### src/rtl/pipe_stage_reg.sv
// Valid/ready pipeline stage: two-entry skid buffer (SKID=1) or single register (SKID=0), 1-cycle latency.
// SKID=1 in_ready is registered (no out_ready->in_ready path); SKID=0 in_ready follows out_ready; clr flushes and counts drops.
module pipe_stage_reg #(
  parameter int DATA_W = 32,
  parameter int SKID   = 1,
  parameter int CNT_W  = 8
) (
  input  logic              clk,
  input  logic              rst_n,
  input  logic              clr,
  input  logic              in_valid,
  output logic              in_ready,
  input  logic [DATA_W-1:0] in_data,
  output logic              out_valid,
  input  logic              out_ready,
  output logic [DATA_W-1:0] out_data,
  output logic [1:0]        occupancy,
  output logic [CNT_W-1:0]  drop_cnt
);

  typedef enum logic [1:0] {
    EMPTY = 2'd0,
    ONE   = 2'd1,
    FULL  = 2'd2
  } state_t;

  logic in_xfer;
  logic out_xfer;

  assign in_xfer  = in_valid & in_ready;
  assign out_xfer = out_valid & out_ready;

  // Two spare bits so the occupancy add cannot wrap before the saturation compare.
  localparam logic [CNT_W+1:0] DROP_MAX = {2'b00, {CNT_W{1'b1}}};

  logic [CNT_W+1:0] drop_sum;

  assign drop_sum = {2'b00, drop_cnt} + {{CNT_W{1'b0}}, occupancy};

  always_ff @(posedge clk or negedge rst_n) begin
    if (!rst_n) begin
      drop_cnt <= '0;
    end else if (clr) begin
      drop_cnt <= (drop_sum > DROP_MAX) ? {CNT_W{1'b1}} : drop_sum[CNT_W-1:0];
    end
  end

  generate
    if (SKID != 0) begin : g_skid
      state_t            state_q;
      state_t            state_d;
      logic [DATA_W-1:0] main_q;
      logic [DATA_W-1:0] main_d;
      logic [DATA_W-1:0] skid_q;
      logic [DATA_W-1:0] skid_d;

      always_ff @(posedge clk or negedge rst_n) begin
        if (!rst_n) begin
          state_q <= EMPTY;
          main_q  <= '0;
          skid_q  <= '0;
        end else begin
          state_q <= state_d;
          main_q  <= main_d;
          skid_q  <= skid_d;
        end
      end

      always_comb begin
        state_d = state_q;
        main_d  = main_q;
        skid_d  = skid_q;
        if (clr) begin
          state_d = EMPTY;
          main_d  = '0;
          skid_d  = '0;
        end else begin
          case (state_q)
            EMPTY: begin
              if (in_xfer) begin
                main_d  = in_data;
                state_d = ONE;
              end
            end
            ONE: begin
              if (in_xfer && out_xfer) begin
                main_d = in_data;
              end else if (in_xfer) begin
                skid_d  = in_data;
                state_d = FULL;
              end else if (out_xfer) begin
                main_d  = '0;
                state_d = EMPTY;
              end
            end
            FULL: begin
              // in_ready is low here, so only the drain side can move.
              if (out_xfer) begin
                main_d  = skid_q;
                skid_d  = '0;
                state_d = ONE;
              end
            end
            default: begin
              state_d = EMPTY;
              main_d  = '0;
              skid_d  = '0;
            end
          endcase
        end
      end

      always_comb begin
        out_valid = (state_q != EMPTY);
        out_data  = (state_q != EMPTY) ? main_q : '0;
        in_ready  = rst_n && (state_q != FULL);
        case (state_q)
          ONE:     occupancy = 2'd1;
          FULL:    occupancy = 2'd2;
          default: occupancy = 2'd0;
        endcase
      end
    end else begin : g_reg
      logic              vld_q;
      logic [DATA_W-1:0] main_q;

      always_ff @(posedge clk or negedge rst_n) begin
        if (!rst_n) begin
          vld_q  <= 1'b0;
          main_q <= '0;
        end else if (clr) begin
          vld_q  <= 1'b0;
          main_q <= '0;
        end else if (in_xfer) begin
          vld_q  <= 1'b1;
          main_q <= in_data;
        end else if (out_xfer) begin
          vld_q  <= 1'b0;
          main_q <= '0;
        end
      end

      always_comb begin
        out_valid = vld_q;
        out_data  = vld_q ? main_q : '0;
        in_ready  = rst_n && (!vld_q || out_ready);
        occupancy = {1'b0, vld_q};
      end
    end
  endgenerate

endmodule

### config.mk
export PLATFORM = sky130hd
export DESIGN_NAME = pipe_stage_reg
export DESIGN_NICKNAME = d
export VERILOG_FILES = /design/src/rtl/pipe_stage_reg.sv
export SDC_FILE = /design/constraint.sdc
export NUM_CORES = 1
export LEC_CHECK = 0
export CAP_MARGIN = 20
export CORE_MARGIN = 2
export CORE_UTILIZATION = 52
export DETAILED_ROUTE_END_ITERATION = 8
export PLACE_DENSITY = 0.87
export SLEW_MARGIN = 30
export SYNTH_ARGS = -nofsm -noshare
export SYNTH_HDL_FRONTEND = slang
export SYNTH_SLANG_ARGS = --single-unit
export TNS_END_PERCENT = 50
### constraint.sdc
create_clock -name clk -period 2.1 [get_ports clk]
set_input_delay 0.42 -clock clk [delete_from_list [all_inputs] [get_ports clk]]
set_output_delay 0.42 -clock clk [all_outputs]
set_load 0.02 [all_outputs]
==> results.ini <==
[run_status]
status=completed

[power_and_ir_drop]
sw_frac_of_total_pct=30.3
power_w=0.00344
p_seq_share_pct=46.6
clkPwrFrac_pct=32.2
power_leakage_nw=2.31
irDropWorstVdd_mv=0.540
cellPowerDensity_nw_per_um2=658
combPwrFrac_pct=21.1
internal_power_w=0.00240
power.switching_w=0.00104

[timing]
fmaxAchievable_mhz=501
fin_crit_sh_pct=95.0
relSlewSlack_pct=40.5
worstMarginPinSlew_ns=0.890
fin_crit_ns=2.00
setup_violations=0
drv_slew=0
rsz0062_at_grt=no
hold_violations=0
fin_worst_skew_ns=0.00969

[critical_path]
crit_family=buffers and inverters
slowest_delay_ns=0.47
r2r_slack_ns=0.15
timing.rr.start=g_skid.state_q[1]
crit_required_ns=1.68
start_kind=flip-flop
path_max_fanout=35
worst-path-stages=4
path_cells=nor2_4, buf_12, nor2b_1, dlygate4sd2_1
worstSetupStartpoint=g_skid.state_q[1]
crit_type=flip-flop to output port
critical_path_arrival_ns=1.58
regToRegEndpoint=g_skid.main_q[24]
slowest_stage=dfrtp_2
end_kind=output port
critPathCapture=out_data[25]
worst_r2r_path_depth=4
worst-path-buf-inv=2

[worst_hold_path]
hp-class=input pin to asynchronous set/reset pin

[final_layout]
diodes=0
drive_gt1_share_pct=8.94
area_delta_synth_final_pct=25.5
stdcell_count=583
n_fill_cell=603
layout.nets=515
multiInputGateArea_um2=2140
regArea_um2=1850

[grt]
grt_pass1_vias=3490
overflow=0
grt_pass1_wl_um=16500
track_usage_pct=24.3
antenna_found_initial=0
grt_max_degree=67

[detailed_routing]
wl_um=10100
drt_iter0_drc=257
ant_nets=0
drc=0
first_pass_iters=4
num_vias=3325
vias_per_cell=5.70
post_drt_wl_per_cell_um=17.3

[placement]
numPortBuffers=80
hpwl_um=6520
place_congestion=0.759
dp.cells=566

[job]
cap_viol_max_count=0

[floorplanning]
fp.dieH_um=93.4
core_area_um2=7730
die-area_um2=8730
start_util_pct=53.8
die_x_um=93.4
rows=32
io_pins=81

[logic_synthesis]
synth-seq-cells=74
synth_cell_type_count=36
postSynth.asyncResetShare_pct=100
yosys.area.top_type_share_pct=44.5
synth-edff-count=0
synth_top_cell_by_area=dfrtp_1
synth_flop_cell=dfrtp_1
syn_avg_cell_area_um2=10.2
synth.area.top_cells=dfrtp_1, mux2i_1, a22o_1
ys_seq_area_share_pct=44.5
yosysMostFrequentCell=dfrtp_1
synth_nets=447
postSynthCellCount=408
synth_warnings=0
syn_area_um2=4160
synth_commonest_cells=dfrtp_1, mux2i_1, nor2_1

[clock_network]
cts-root-buf=clkbuf_8
insertion_delay_ns=0.35
clkSinkCount=74
cts_buffers=9
tritoncts=done
clkSlewWorstSetupHoldPaths_ns=0.08
max-clock-path-buffers=2
htreeDepth=3

registers in the layout (all words and copies together), names as in the netlist:
register and count:
g_skid.skid_q 32, g_skid.state_q 2, drop_cnt 8, g_skid.main_q 32
cell type report:
type / count / share of cell area [%]
Clock buffer: 9 / 2.37
Inverter: 4 / 0.288
Sequential cell: 74 / 35.5
Tap cell: 102 / 2.45
Timing Repair Buffer: 93 / 17.0
Clock inverter: 7 / 1.34
Multi-Input combinational cell: 294 / 41.0
worst min-delay path by stage:
| stage | start | endpoint | cells past startpoint |
|---|---|---|---|
| finish | rst_n | g_skid.main_q[21] | 2 |
| global route | rst_n | g_skid.main_q[18] | 2 |
| CTS | rst_n | g_skid.main_q[10] | 2 |
| detailed placement | rst_n | drop_cnt[0] | 1 |
| global placement | rst_n | drop_cnt[2] | 1 |
| floorplan | rst_n | drop_cnt[0] | 0 |
worst register-to-register path, delay by kind of cell, from the launching register on:
family             cells  cell delay (ns)
DFF                    1             0.45
and+or+nand+nor        1             0.29
AOI/OAI and AO/OA      3             1.15
through the flow:
step / cell area [µm²] / worst slack (ns) / setup TNS (ns) / utilization (%) / hold slack (ns)
global placement: 5050 / -0.0456 / -1.41 / 65.3 / 0.285
finish: 5220 / 0.104 / 0 / 67.5 / 0.363
CTS: 5210 / 0.0628 / 0 / 67.4 / 0.393
floorplan: 4160 / 0.00948 / 0 / - / 0.124
global route: 5220 / 0.0319 / 0 / 67.5 / 0.421
detailed placement: 5050 / -0.169 / -4.41 / 65.3 / 0.287
cells by family after synthesis:
| family | after synthesis | synth area share [%] |
|---|---|---|
| XOR/XNOR | 1 | 0.211 |
| buffers and inverters | 40 | 4.69 |
| flip-flops | 74 | 44.5 |
| AND/OR/NAND/NOR | 139 | 18.0 |
| multiplexers | 68 | 16.5 |
| adder cells (fa/ha/maj) | 3 | 0.843 |
| AO/OA/AOI/OAI | 83 | 15.3 |
power by group through the flow:
stage,combinational (W),sequential (W),clock [W]
floorplan,0.000358,0.00166,0
global placement,0.000710,0.00162,0
detailed placement,0.000735,0.00162,0
CTS,0.000730,0.00160,0.00111
global route,0.000794,0.00162,0.00118
finish,0.000726,0.00160,0.00111
per-layer routing:
| layer | track usage [%] | vias to the layer above | routed length [µm] |
|---|---|---|---|
| met5 | 0 | - | 0 |
| met4 | 9.44 | 0 | 136 |
| met3 | 3.38 | 14 | 670 |
| met2 | 42.4 | 129 | 5130 |
| met1 | 30.5 | 1617 | 4130 |
| li1 | - | 1565 | - |
cell usage in the layout (no fill, tap or decap), types with 9 or more instances in the layout:
cell type and n:
nor2_1 37, nor2b_1 34, o2bb2ai_1 18, mux2i_1 65, buf_4 10, dfrtp_1 72, o21ai_0 16, a22o_1 32
nand2_1 18, and2_1 33, clkbuf_8 9, dlygate4sd2_1 36, clkdlybuf4s50_1 42
what timing repair did:
item	4_1_cts	5_1_grt
pin swaps	0	2
resized for setup	38	2
hold endpoints to repair	8	0
setup buffers	0	0
setup endpoints to repair	37	31
hold buffers	1	0
(Power assumes the default switching activity.)
